File: src/rtl/mem_1r1w_ctrl_pkg.sv
// Shared types and defaults for the 1R1W memory controller.
// The optional zero-fill is enabled by the macro MEM_1R1W_CTRL_INIT_EN.
package mem_1r1w_ctrl_pkg;

  localparam int DEF_DEPTH  = 32;
  localparam int DEF_ADDR_W = 5;
  localparam int DEF_DATA_W = 64;
  localparam int DEF_NREQ   = 2;

  localparam logic [DEF_DATA_W-1:0] ZERO_WORD = '0;

  typedef enum logic [1:0] {
    BOOT = 2'd0,
    INIT = 2'd1,
    RUN  = 2'd2
  } state_t;

endpackage

File: src/rtl/mem_1r1w_ctrl_rr_arbiter.sv
// Combinational round-robin arbiter: one-hot grant to the first requester
// at or after ptr (wrapping). The pointer register lives in the parent.
module rr_arbiter #(
  parameter int NREQ  = 2,
  parameter int PTR_W = (NREQ > 1) ? $clog2(NREQ) : 1
) (
  input  logic [NREQ-1:0]  req,
  input  logic [PTR_W-1:0] ptr,
  output logic [NREQ-1:0]  grant
);

  logic [PTR_W:0]   sum;
  logic [PTR_W-1:0] idx;
  logic             found;

  always_comb begin
    grant = '0;
    found = 1'b0;
    sum   = '0;
    idx   = '0;
    for (int i = 0; i < NREQ; i++) begin
      // Extra bit in sum keeps the wrap correct when NREQ is not a power of two.
      sum = {1'b0, ptr} + (PTR_W+1)'(i);
      if (sum >= (PTR_W+1)'(NREQ)) sum = sum - (PTR_W+1)'(NREQ);
      idx = sum[PTR_W-1:0];
      if (!found && req[idx]) begin
        grant[idx] = 1'b1;
        found      = 1'b1;
      end
    end
  end

endmodule

File: src/rtl/mem_1r1w_ctrl.sv
// Controller for a 1R1W synchronous memory: round-robin read sharing, write
// forwarding and optional post-reset zero-fill (macro MEM_1R1W_CTRL_INIT_EN).
module mem_1r1w_ctrl
  import mem_1r1w_ctrl_pkg::*;
#(
  parameter int DEPTH  = DEF_DEPTH,
  parameter int ADDR_W = DEF_ADDR_W,
  parameter int DATA_W = DEF_DATA_W,
  parameter int NREQ   = DEF_NREQ
) (
  input  logic                   clock,
  input  logic                   reset_n,
  input  logic [NREQ-1:0]        rd_req_valid,
  input  logic [NREQ*ADDR_W-1:0] rd_req_addr,
  output logic [NREQ-1:0]        rd_req_ready,
  output logic [NREQ-1:0]        rd_resp_valid,
  output logic [DATA_W-1:0]      rd_resp_data,
  input  logic                   wr_valid,
  input  logic [ADDR_W-1:0]      wr_addr,
  input  logic [DATA_W-1:0]      wr_data,
  output logic                   wr_ready,
  output logic                   init_done,
  output logic [ADDR_W-1:0]      R0_addr,
  output logic                   R0_en,
  input  logic [DATA_W-1:0]      R0_data,
  output logic [ADDR_W-1:0]      W0_addr,
  output logic                   W0_en,
  output logic [DATA_W-1:0]      W0_data,
  output state_t                 dbg_state
);

  localparam int PTR_W = (NREQ > 1) ? $clog2(NREQ) : 1;

  // Handshake semantics: a read from requester i transfers when
  // rd_req_valid[i] & rd_req_ready[i]; a write when wr_valid & wr_ready.
  // Requesters hold valid/addr until ready; ready may drop on lost arbitration.

  state_t             state, next_state;
  logic [PTR_W-1:0]   rr_ptr, rr_next;
  logic [NREQ-1:0]    grant, rd_hs;
  logic               wr_hs, fwd_hit, fwd_q;
  logic [DATA_W-1:0]  wdata_q;

`ifdef MEM_1R1W_CTRL_INIT_EN
  localparam logic [ADDR_W-1:0] LAST_ADDR = ADDR_W'(DEPTH - 1);
  logic [ADDR_W-1:0] init_addr;

  always_ff @(posedge clock or negedge reset_n) begin
    if (!reset_n)          init_addr <= '0;
    else if (state == INIT) init_addr <= init_addr + 1'b1;
  end
`endif

  rr_arbiter #(.NREQ(NREQ), .PTR_W(PTR_W)) u_arb (
    .req   (rd_req_valid),
    .ptr   (rr_ptr),
    .grant (grant)
  );

  always_ff @(posedge clock or negedge reset_n) begin
    if (!reset_n) state <= BOOT;
    else          state <= next_state;
  end

  always_comb begin
    next_state   = state;
    rd_req_ready = '0;
    wr_ready     = 1'b0;
    W0_en        = 1'b0;
    W0_addr      = '0;
    W0_data      = '0;
    case (state)
      BOOT: begin
`ifdef MEM_1R1W_CTRL_INIT_EN
        next_state = INIT;
`else
        next_state = RUN;
`endif
      end
      INIT: begin
`ifdef MEM_1R1W_CTRL_INIT_EN
        W0_en   = 1'b1;
        W0_addr = init_addr;
        W0_data = DATA_W'(ZERO_WORD);
        if (init_addr == LAST_ADDR) next_state = RUN;
`else
        next_state = RUN;
`endif
      end
      RUN: begin
        wr_ready     = 1'b1;
        rd_req_ready = grant;
        W0_en        = wr_valid;
        W0_addr      = wr_addr;
        W0_data      = wr_data;
      end
      default: next_state = BOOT;
    endcase
  end

  // Read mux and next round-robin pointer, from the one-hot handshake.
  always_comb begin
    rd_hs   = rd_req_valid & rd_req_ready;
    R0_addr = '0;
    rr_next = rr_ptr;
    for (int i = 0; i < NREQ; i++) begin
      if (rd_hs[i]) begin
        R0_addr = rd_req_addr[i*ADDR_W +: ADDR_W];
        rr_next = (i == NREQ - 1) ? '0 : PTR_W'(i + 1);
      end
    end
  end

  assign R0_en   = |rd_hs;
  assign wr_hs   = wr_valid & wr_ready;
  // The memory returns old data on a same-cycle collision, so capture the write.
  assign fwd_hit = R0_en && wr_hs && (R0_addr == wr_addr);

  always_ff @(posedge clock or negedge reset_n) begin
    if (!reset_n) begin
      rr_ptr        <= '0;
      rd_resp_valid <= '0;
      fwd_q         <= 1'b0;
      wdata_q       <= '0;
    end else begin
      if (R0_en) rr_ptr <= rr_next;
      rd_resp_valid <= rd_hs;
      fwd_q         <= fwd_hit;
      if (fwd_hit) wdata_q <= wr_data;
    end
  end

  assign rd_resp_data = fwd_q ? wdata_q : R0_data;
  assign init_done    = (state == RUN);
  assign dbg_state    = state;

endmodule

File: config.mk
export PLATFORM = sky130hd
export DESIGN_NAME = mem_1r1w_ctrl
export DESIGN_NICKNAME = d
export VERILOG_FILES = /design/src/rtl/mem_1r1w_ctrl_pkg.sv /design/src/rtl/mem_1r1w_ctrl_rr_arbiter.sv /design/src/rtl/mem_1r1w_ctrl.sv
export SDC_FILE = /design/constraint.sdc
export NUM_CORES = 1
export LEC_CHECK = 0
export CELL_PAD_IN_SITES_DETAIL_PLACEMENT = 1
export CELL_PAD_IN_SITES_GLOBAL_PLACEMENT = 1
export CORE_AREA = 2 2 146 112
export DETAILED_ROUTE_END_ITERATION = 16
export DIE_AREA = 0 0 148 114
export HOLD_SLACK_MARGIN = 0.15
export PLACE_DENSITY_LB_ADDON = 0.1
export SLEW_MARGIN = 10
export SYNTH_ARGS = -nofsm -noshare
export SYNTH_HDL_FRONTEND = slang
export SYNTH_SLANG_ARGS = --single-unit
File: constraint.sdc
create_clock -name clock -period 4.25 [get_ports clock]
set_input_delay 0.85 -clock clock [delete_from_list [all_inputs] [get_ports clock]]
set_output_delay 0.85 -clock clock [all_outputs]
set_load 0.05 [all_outputs]
==> qor.csv, run 1 <==
stage;metric;value;unit
critical_path;crit_buf_inv;2;
timing;fin_setup_tns;0;ns
run;maxCapViolCount;0;
timing;fin_worst_skew;0.00801;ns
critical_path;r2r_start;dbg_state[1]$_DFFE_PN0N_;
power;netSwitchingPower;772;uW
critical_path;cp-start-kind;input pin;
cts;cts.clk_slew.worst_paths;0.06;ns
cts;clock_latency;0.33;ns
floorplan;pin_count;296;
timing;whs;0.507;ns
routing;num_vias;3639;
timing;relSlewSlack;0.391;
logic_synthesis;synth.net_count;479;
cts;post-cts-setup-buffers;0;
floorplan;rows;40;
critical_path;crit_path_top_delay_cell;clkdlybuf4s50_1;
final_layout;area_growth;79.2;%
timing;period_needed;3.80;ns
routing;met1_length;6500;microns
power;power_density;327;nW/um^2
power;swShare;0.310;
logic_synthesis;synth_cell_type_count;26;
place;dp_hpwl;11200;microns
routing;met2RoutedLength;7320;microns
logic_synthesis;postSynthAreaPerCell;12.8;sq um
routing;wl_per_cell;18.2;microns
power;leakage;3.14;nW
critical_path;critPathMaxStageDelay;0.87;ns
final_layout;final_core_util;0.488;
timing;fmax;0.263;GHz
final_layout;fin_nets;760;
timing;setup_viol;0;
place;numPortBuffers;294;
routing;route.detailed.drc;0;
global_route;grt_pass1_vias;3913;
critical_path;critPathKind;in2out;
cts;clock_tree.buffer_depth;2;
routing;dr.pass1.iters;6;
logic_synthesis;synth-async-reset-ratio;1.00;
logic_synthesis;synth-seq-cells;69;
final_layout;layout-drive-gt1-share;0.250;
logic_synthesis;synth_cells;331;
floorplan;initial_core_util;0.272;
worst_hold_path;hp-class;reg2reg;
cts;cts_hold_buf;0;
power;intPower;1.71;mW
cts;cts_resized;0;
logic_synthesis;yosys_warnings;0;
worst_hold_path;holdCritStartpoint;wdata_q[33]$_DFFE_PN0P_;
power;p_seq_frac;0.337;
floorplan;die_w;148;microns
global_route;grt_start_max_net_pins;70;
routing;vias_per_cell;4.41;
global_route;grt_usage;0.178;
logic_synthesis;ys.flop_type;dfrtp_1;
global_route;grt.overflow.total;0;
logic_synthesis;synth_edf_count;0;
cts;root_buffer;clkbuf_16;
power;ir_drop;0.170;mV
critical_path;r2r_setup_slack;1.68;ns
timing;finalHoldViolations;0;
final_layout;final_cells;826;
critical_path;critical_path.cell_chain;clkdlybuf4s50_1, a21boi_2, nand3_1, o21ai_1, clkdlybuf4s50_1;
status;status;finished, final reports clean;
logic_synthesis;synth_area;4250;sq um
cts;cts_tree;yes;
global_route;antenna_found_initial;0;
final_layout;diodes;0;
floorplan;dieArea;16900;sq um
critical_path;cp_max_fo;7;
critical_path;r2r_cells;6;
critical_path;worstPathArrival;2.95;ns
global_route;grt_pass1_wl;23200;microns
power;p_clk_frac;0.323;
timing;rsz0062_at_grt;false;
floorplan;fp.dieH;114;microns
floorplan;core-area;15600;sq um
critical_path;cp_top_family;buffers and inverters;
place;dp_cells;811;
timing;worst_slew_pin_slew;0.914;ns
routing;top_layer_used;met4;
logic_synthesis;synth_seq_area_share;0.406;
timing;min_period_over_period;0.894;
critical_path;r2r-end;wdata_q[28]$_DFFE_PN0P_;
timing;drv_slew;0;
critical_path;end_kind;output pin;
power;pwr-share-comb;0.340;
routing;wl_met3;1170;microns
cts;cts_made_buffers;9;
routing;drt-initial-drc-count;99;
routing;antenna_left;0;
cts;htreeDepth;3;
cts;cts.sinks;69;
critical_path;required;3.40;ns
worst_hold_path;holdPathEnd;wdata_q[33]$_DFFE_PN0P_;
routing;drt_wl_total;15000;microns
place;place_congestion;0.770;
critical_path;crit_top_cell;clkdlybuf4s50_1;
worst_hold_path;min_path_cells;1;
## cells in the mapped netlist, types with 2 or more instances
cell      number  share of area
mux2_2        79           0.21
and2_1        72           0.11
dfrtp_1       69           0.41
mux2_4        49           0.17
clkbuf_1      15          0.013
buf_12         6          0.028
and3_1         4         0.0059
buf_4          4         0.0071
a21oi_1        3         0.0035
nand2_1        3         0.0026
o21ai_0        3         0.0035
xnor2_1        3         0.0062
and4_4         2         0.0053
buf_2          2         0.0024
conb_1         2         0.0018
nand3_1        2         0.0024
o21ai_1        2         0.0024
or2_2          2         0.0029
or3_1          2         0.0029
## layout make-up
type | count | area [sq um]
clock buffers | 11 | 243
clock inverters | 4 | 72.6
fillers | 1636 | 8000
multi-input cells | 235 | 2310
flip-flops and latches | 69 | 1730
well taps | 210 | 263
repair buffers | 297 | 3000
## layer usage
layer  track usage  up-vias
met1         0.224     1763
met2         0.298      166
met3        0.0632        4
met4        0.0324        0
met5             0        -
li1              -     1706
## power by group through the flow
| stage | logic (mW) | registers [mW] | clock network (mW) |
|---|---|---|---|
| 2_1_floorplan | 0.516 | 0.822 | 0 |
| 3_3_place_gp | 0.841 | 0.843 | 0 |
| 3_5_place_dp | 0.852 | 0.844 | 0 |
| 4_1_cts | 0.856 | 0.837 | 0.836 |
| 5_1_grt | 0.891 | 0.853 | 0.861 |
| 6_report | 0.846 | 0.837 | 0.804 |
## state kept, by name, indices dropped and copies added (netlist names)
| register | cells |
|---|---|
| rd_resp_valid | 2 |
| dbg_state | 1 |
| fwd_q | 1 |
| wdata_q | 64 |
| rr_ptr | 1 |
## stage by stage
stage                     instance area, sq um  power (mW)  setup WS (ns)
after CTS                                 7610        2.53          0.434
after global routing                      7610        2.60          0.313
after global placement                    7300        1.68          0.516
after detailed placement                  7300        1.70          0.429
after floorplan                           4250        1.34           1.23
final                                     7610        2.49          0.452
## cell usage in the layout (no fill, tap or decap)
cell type and instances:
clkbuf_8 1, o21ai_1 2, clkbuf_1 1, a21oi_1 3, a31oi_1 1, dfrtp_1 67
nand3_1 2, clkinv_2 1, o21ai_0 3, clkinvlp_4 1, xnor2_1 3, a32oi_1 1
o21a_1 1, and4_1 1, and2_1 72, buf_4 1, clkbuf_16 9, bufinv_16 2
buf_12 3, and3_1 4, nand2_1 3, mux2_2 79, or3_1 2, and4_4 2
a21boi_2 1, nand2b_4 1, conb_1 2, or2_2 2, clkdlybuf4s50_1 293, nor2b_1 1
mux2_4 49, dfrtp_2 2
## logic make-up after synthesis
| kind of cell | share of synthesized area |
|---|---|
| multiplexers | 0.383 |
| AO/OA/AOI/OAI | 0.0174 |
| buffers and inverters | 0.0509 |
| AND/OR/NAND/NOR | 0.135 |
| XOR/XNOR | 0.00618 |
| flip-flops | 0.406 |
| other | 0.00177 |
## worst max path at each step
| stage | slack [ns] | from | endpoint | depth (start not counted) |
|---|---|---|---|---|
| after floorplan | 1.23 | rd_req_valid[1] | wdata_q[0]$_DFFE_PN0P_ | 8 |
| final | 0.45 | rd_req_valid[0] | R0_addr[4] | 5 |
| after detailed placement | 0.43 | rd_req_valid[0] | R0_addr[4] | 5 |
| after global placement | 0.52 | rd_req_valid[0] | R0_addr[1] | 5 |
| after CTS | 0.43 | rd_req_valid[0] | R0_addr[4] | 5 |
| after global routing | 0.31 | rd_req_valid[1] | R0_addr[4] | 5 |
(Power assumes the default switching activity.)
==> run 2: changes to the inputs <==
--- a/config.mk
+++ b/config.mk
@@ -8,6 +8,7 @@
 export CELL_PAD_IN_SITES_DETAIL_PLACEMENT = 1
 export CELL_PAD_IN_SITES_GLOBAL_PLACEMENT = 1
 export CORE_AREA = 2 2 146 112
+export CTS_CLUSTER_SIZE = 16
 export DETAILED_ROUTE_END_ITERATION = 16
 export DIE_AREA = 0 0 148 114
 export HOLD_SLACK_MARGIN = 0.15
==> results of run 2 <==
Same layout as run 1: the final DEF is identical, and so are final timing and power.
==> run 3: changes to the inputs <==
--- a/config.mk
+++ b/config.mk
@@ -5,12 +5,13 @@
 export SDC_FILE = /design/constraint.sdc
 export NUM_CORES = 1
 export LEC_CHECK = 0
+export ABC_AREA = 1
 export CELL_PAD_IN_SITES_DETAIL_PLACEMENT = 1
 export CELL_PAD_IN_SITES_GLOBAL_PLACEMENT = 1
-export CORE_AREA = 2 2 146 112
+export CORE_AREA = 2 2 153 118
 export CTS_CLUSTER_SIZE = 16
 export DETAILED_ROUTE_END_ITERATION = 16
-export DIE_AREA = 0 0 148 114
+export DIE_AREA = 0 0 155 120
 export HOLD_SLACK_MARGIN = 0.15
 export PLACE_DENSITY_LB_ADDON = 0.1
 export SLEW_MARGIN = 10
==> qor.csv, run 3 <==
stage;metric;value;unit;change
status;status;finished, final reports clean;;unchanged
final_layout;largest_reg_flops;64;;unchanged
floorplan;dieArea;18600;sq um;was 16900 sq um
routing;drt-initial-drc-count;160;;was 99
floorplan;fp.dieH;120;microns;was 114 microns
routing;antenna_left;0;;unchanged
global_route;grt.overflow.total;0;;unchanged
floorplan;die_w;155;microns;was 148 microns
place;dp_hpwl;13100;microns;was 11200 microns
floorplan;initial_core_util;0.254;;was 0.272
logic_synthesis;ys.flop_type;dfrtp_1;;unchanged
timing;rsz0062_at_grt;false;;unchanged
final_layout;diodes;0;;unchanged
place;numPortBuffers;294;;unchanged
logic_synthesis;synth_area;4370;sq um;was 4250 sq um
worst_hold_path;holdCritStartpoint;wdata_q[61]$_DFFE_PN0P_;;was wdata_q[33]$_DFFE_PN0P_
worst_hold_path;holdPathEnd;wdata_q[61]$_DFFE_PN0P_;;was wdata_q[33]$_DFFE_PN0P_
global_route;grt_start_max_net_pins;70;;unchanged
timing;relSlewSlack;0.380;;was 0.391
logic_synthesis;synth.net_count;718;;was 479
critical_path;cp-start-kind;input pin;;unchanged
routing;vias_per_cell;4.59;;was 4.41
worst_hold_path;hp-class;reg2reg;;unchanged
routing;route.detailed.drc;0;;unchanged
logic_synthesis;synth_seq_area_share;0.395;;was 0.406
global_route;antenna_found_initial;0;;unchanged
critical_path;r2r-end;wdata_q[17]$_DFFE_PN0P_;;was wdata_q[28]$_DFFE_PN0P_
place;post-place-ws;0.577;ns;was 0.429 ns
timing;finalHoldViolations;0;;unchanged
cts;clock_tree.buffer_depth;2;;unchanged
power;leakage;3.91;nW;was 3.14 nW
cts;cts_resized;0;;unchanged
routing;dr.pass1.iters;4;;was 6
power;swShare;0.342;;was 0.310
logic_synthesis;synth_cell_type_count;16;;was 26
logic_synthesis;synth_cells;570;;was 331
final_layout;fin_nets;984;;was 760
cts;post-cts-setup-buffers;0;;unchanged
final_layout;final_common_cell;clkdlybuf4s50_1;;unchanged
power;ir_drop;0.202;mV;was 0.170 mV
timing;drv_slew;0;;unchanged
worst_hold_path;min_path_cells;2;;was 1
critical_path;end_kind;output pin;;unchanged
logic_synthesis;synth_edf_count;0;;unchanged
power;netSwitchingPower;868;uW;was 772 uW
floorplan;core-area;17200;sq um;was 15600 sq um
final_layout;reg_top3;wdata_q: 64 flops, rd_resp_valid: 2 flops;;unchanged
global_route;grt_usage;0.195;;was 0.178
run;maxCapViolCount;0;;unchanged
critical_path;crit_path_top_delay_cell;clkdlybuf4s50_1;;unchanged
final_layout;layout-drive-gt1-share;0.114;;was 0.250
timing;worst_slew_pin_slew;0.930;ns;was 0.914 ns
cts;cts_hold_buf;0;;unchanged
critical_path;cp_max_fo;5;;was 7
timing;fmax;0.269;GHz;was 0.263 GHz
critical_path;critPathKind;in2out;;unchanged
logic_synthesis;synth-seq-cells;69;;unchanged
global_route;grt_pass1_wl;28300;microns;was 23200 microns
critical_path;critical_path.cell_chain;clkdlybuf4s50_1, nand2_2, a21oi_1, nand2_1, nand2_1, clkdlybuf4s50_1;;was clkdlybuf4s50_1, a21boi_2, nand3_1, o21ai_1, clkdlybuf4s50_1
routing;wl_per_cell;16.9;microns;was 18.2 microns
global_route;grt_pass1_vias;5233;;was 3913
routing;num_vias;4867;;was 3639
timing;fin_worst_skew;0.00802;ns;was 0.00801 ns
power;power_density;326;nW/um^2;was 327 nW/um^2
power;pwr-share-comb;0.330;;was 0.340
final_layout;regMostFlops;wdata_q;;unchanged
cts;cts_tree;yes;;unchanged
floorplan;pin_count;296;;unchanged
power;p_clk_frac;0.347;;was 0.323
timing;fin_setup_tns;0;ns;unchanged
cts;root_buffer;clkbuf_16;;unchanged
final_layout;final_core_util;0.453;;was 0.488
timing;whs;0.467;ns;was 0.507 ns
cts;cts.clk_slew.worst_paths;0.06;ns;about the same
cts;clock_latency;0.34;ns;was 0.33 ns
timing;period_needed;3.71;ns;was 3.80 ns
critical_path;worstPathArrival;2.86;ns;was 2.95 ns
logic_synthesis;yosys_warnings;0;;unchanged
cts;cts_made_buffers;9;;unchanged
logic_synthesis;yosysMostFrequentCell;nand2_1;;was mux2_2
timing;setup_viol;0;;unchanged
final_layout;area_growth;78.1;%;was 79.2%
logic_synthesis;yosys-top-cells-count;nand2_1, inv_1, dfrtp_1;;was mux2_2, and2_1, dfrtp_1
critical_path;required;3.40;ns;about the same
logic_synthesis;yosys.area.top_type;dfrtp_1;;unchanged
logic_synthesis;synthTopCellsByArea;dfrtp_1, nand2_1, mux2_2;;was dfrtp_1, mux2_2, mux2_4
timing;worst_slack;0.536;ns;was 0.452 ns
power;p_seq_frac;0.323;;was 0.337
final_layout;layout_common_cells;clkdlybuf4s50_1, nand2_1, inv_1;;was clkdlybuf4s50_1, mux2_2, and2_1
routing;drt_wl_total;18000;microns;was 15000 microns
logic_synthesis;postSynthAreaPerCell;7.67;sq um;was 12.8 sq um
critical_path;r2r_setup_slack;1.47;ns;was 1.68 ns
power;intPower;1.67;mW;was 1.71 mW
critical_path;r2r_start;dbg_state[1]$_DFFE_PN0N_;;unchanged
critical_path;r2r_cells;12;;was 6
timing;min_period_over_period;0.874;;was 0.894
cts;cts.sinks;69;;unchanged
cts;htreeDepth;3;;unchanged
critical_path;critPathMaxStageDelay;0.81;ns;was 0.87 ns
logic_synthesis;netlist.area_leader.share;0.395;;was 0.406
floorplan;rows;42;;was 40
logic_synthesis;synth-async-reset-ratio;1.00;;unchanged
place;place_congestion;0.813;;was 0.770
==> run 3: cell types whose count changed in the layout (fill, tap and decap cells not counted), moves of 9 or more <==
cell / previous run / this run
and2_1: 72 / 0
inv_1: 0 / 80
mux2_2: 79 / 64
mux2_4: 49 / 0
nand2_1: 3 / 220
nand3_1: 2 / 11
nand4_1: 0 / 64
==> run 3: area by class of cell <==
| type | count | area [sq um] |
|---|---|---|
| fill | 2048 | 9400 |
| timing repair buffer | 301 | 3020 |
| multi-input combinational | 375 | 2110 |
| sequential | 69 | 1730 |
| inverter | 80 | 300 |
| tap | 220 | 275 |
| clock buffer | 10 | 239 |
| clock inverter | 6 | 110 |
==> run 3: how the worst max path moves through the flow <==
stage / startpoint / to / slack, ns / cells past startpoint
floorplan: dbg_state[1]$_DFFE_PN0N_ / W0_data[38] / 1.57 / 5
global placement: rd_req_valid[1] / R0_addr[0] / 0.67 / 8
detailed placement: rd_req_valid[0] / R0_addr[0] / 0.58 / 8
CTS: rd_req_valid[0] / R0_addr[0] / 0.57 / 8
global route: rd_req_valid[0] / R0_addr[0] / 0.41 / 8
finish: rd_req_valid[1] / R0_addr[1] / 0.54 / 6
==> run 3: kinds of logic after synthesis <==
| logic type | synth area share |
|---|---|
| buffers and inverters | 0.128 |
| AOI/OAI and AO/OA | 0.00745 |
| muxes | 0.165 |
| other | 0.00172 |
| DFF | 0.395 |
| and+or+nand+nor | 0.302 |
==> run 3: power by group through the flow <==
| stage | logic, mW | clock network [mW] | registers (mW) |
|---|---|---|---|
| 2_1_floorplan | 0.487 | 0 | 0.801 |
| 3_3_place_gp | 0.830 | 0 | 0.832 |
| 3_5_place_dp | 0.844 | 0 | 0.833 |
| 4_1_cts | 0.847 | 0.909 | 0.823 |
| 5_1_grt | 0.897 | 0.932 | 0.833 |
| 6_report | 0.837 | 0.879 | 0.820 |
==> run 3: stage by stage <==
step	area, sq um	instances	power [mW]
finish	7780	1061	2.54
global route	7780	1061	2.66
CTS	7780	1061	2.58
detailed placement	7430	1045	1.68
global placement	7430	1045	1.66
floorplan	4370	570	1.29
==> run 3: layer usage <==
metal  vias to the layer above  track usage  part of all wire
met5                         -            0                 0
met4                         0       0.0492             0.013
met3                        15       0.0556             0.072
met2                       191        0.342              0.49
met1                      2309        0.235              0.43
li1                       2352            -                 -
==> run 3: critical path: cells and delay by family <==
family                 cells  cell delay [ns]
AND/OR/NAND/NOR            3             0.35
AO/OA/AOI/OAI              1             0.29
buffers and inverters      2             1.38
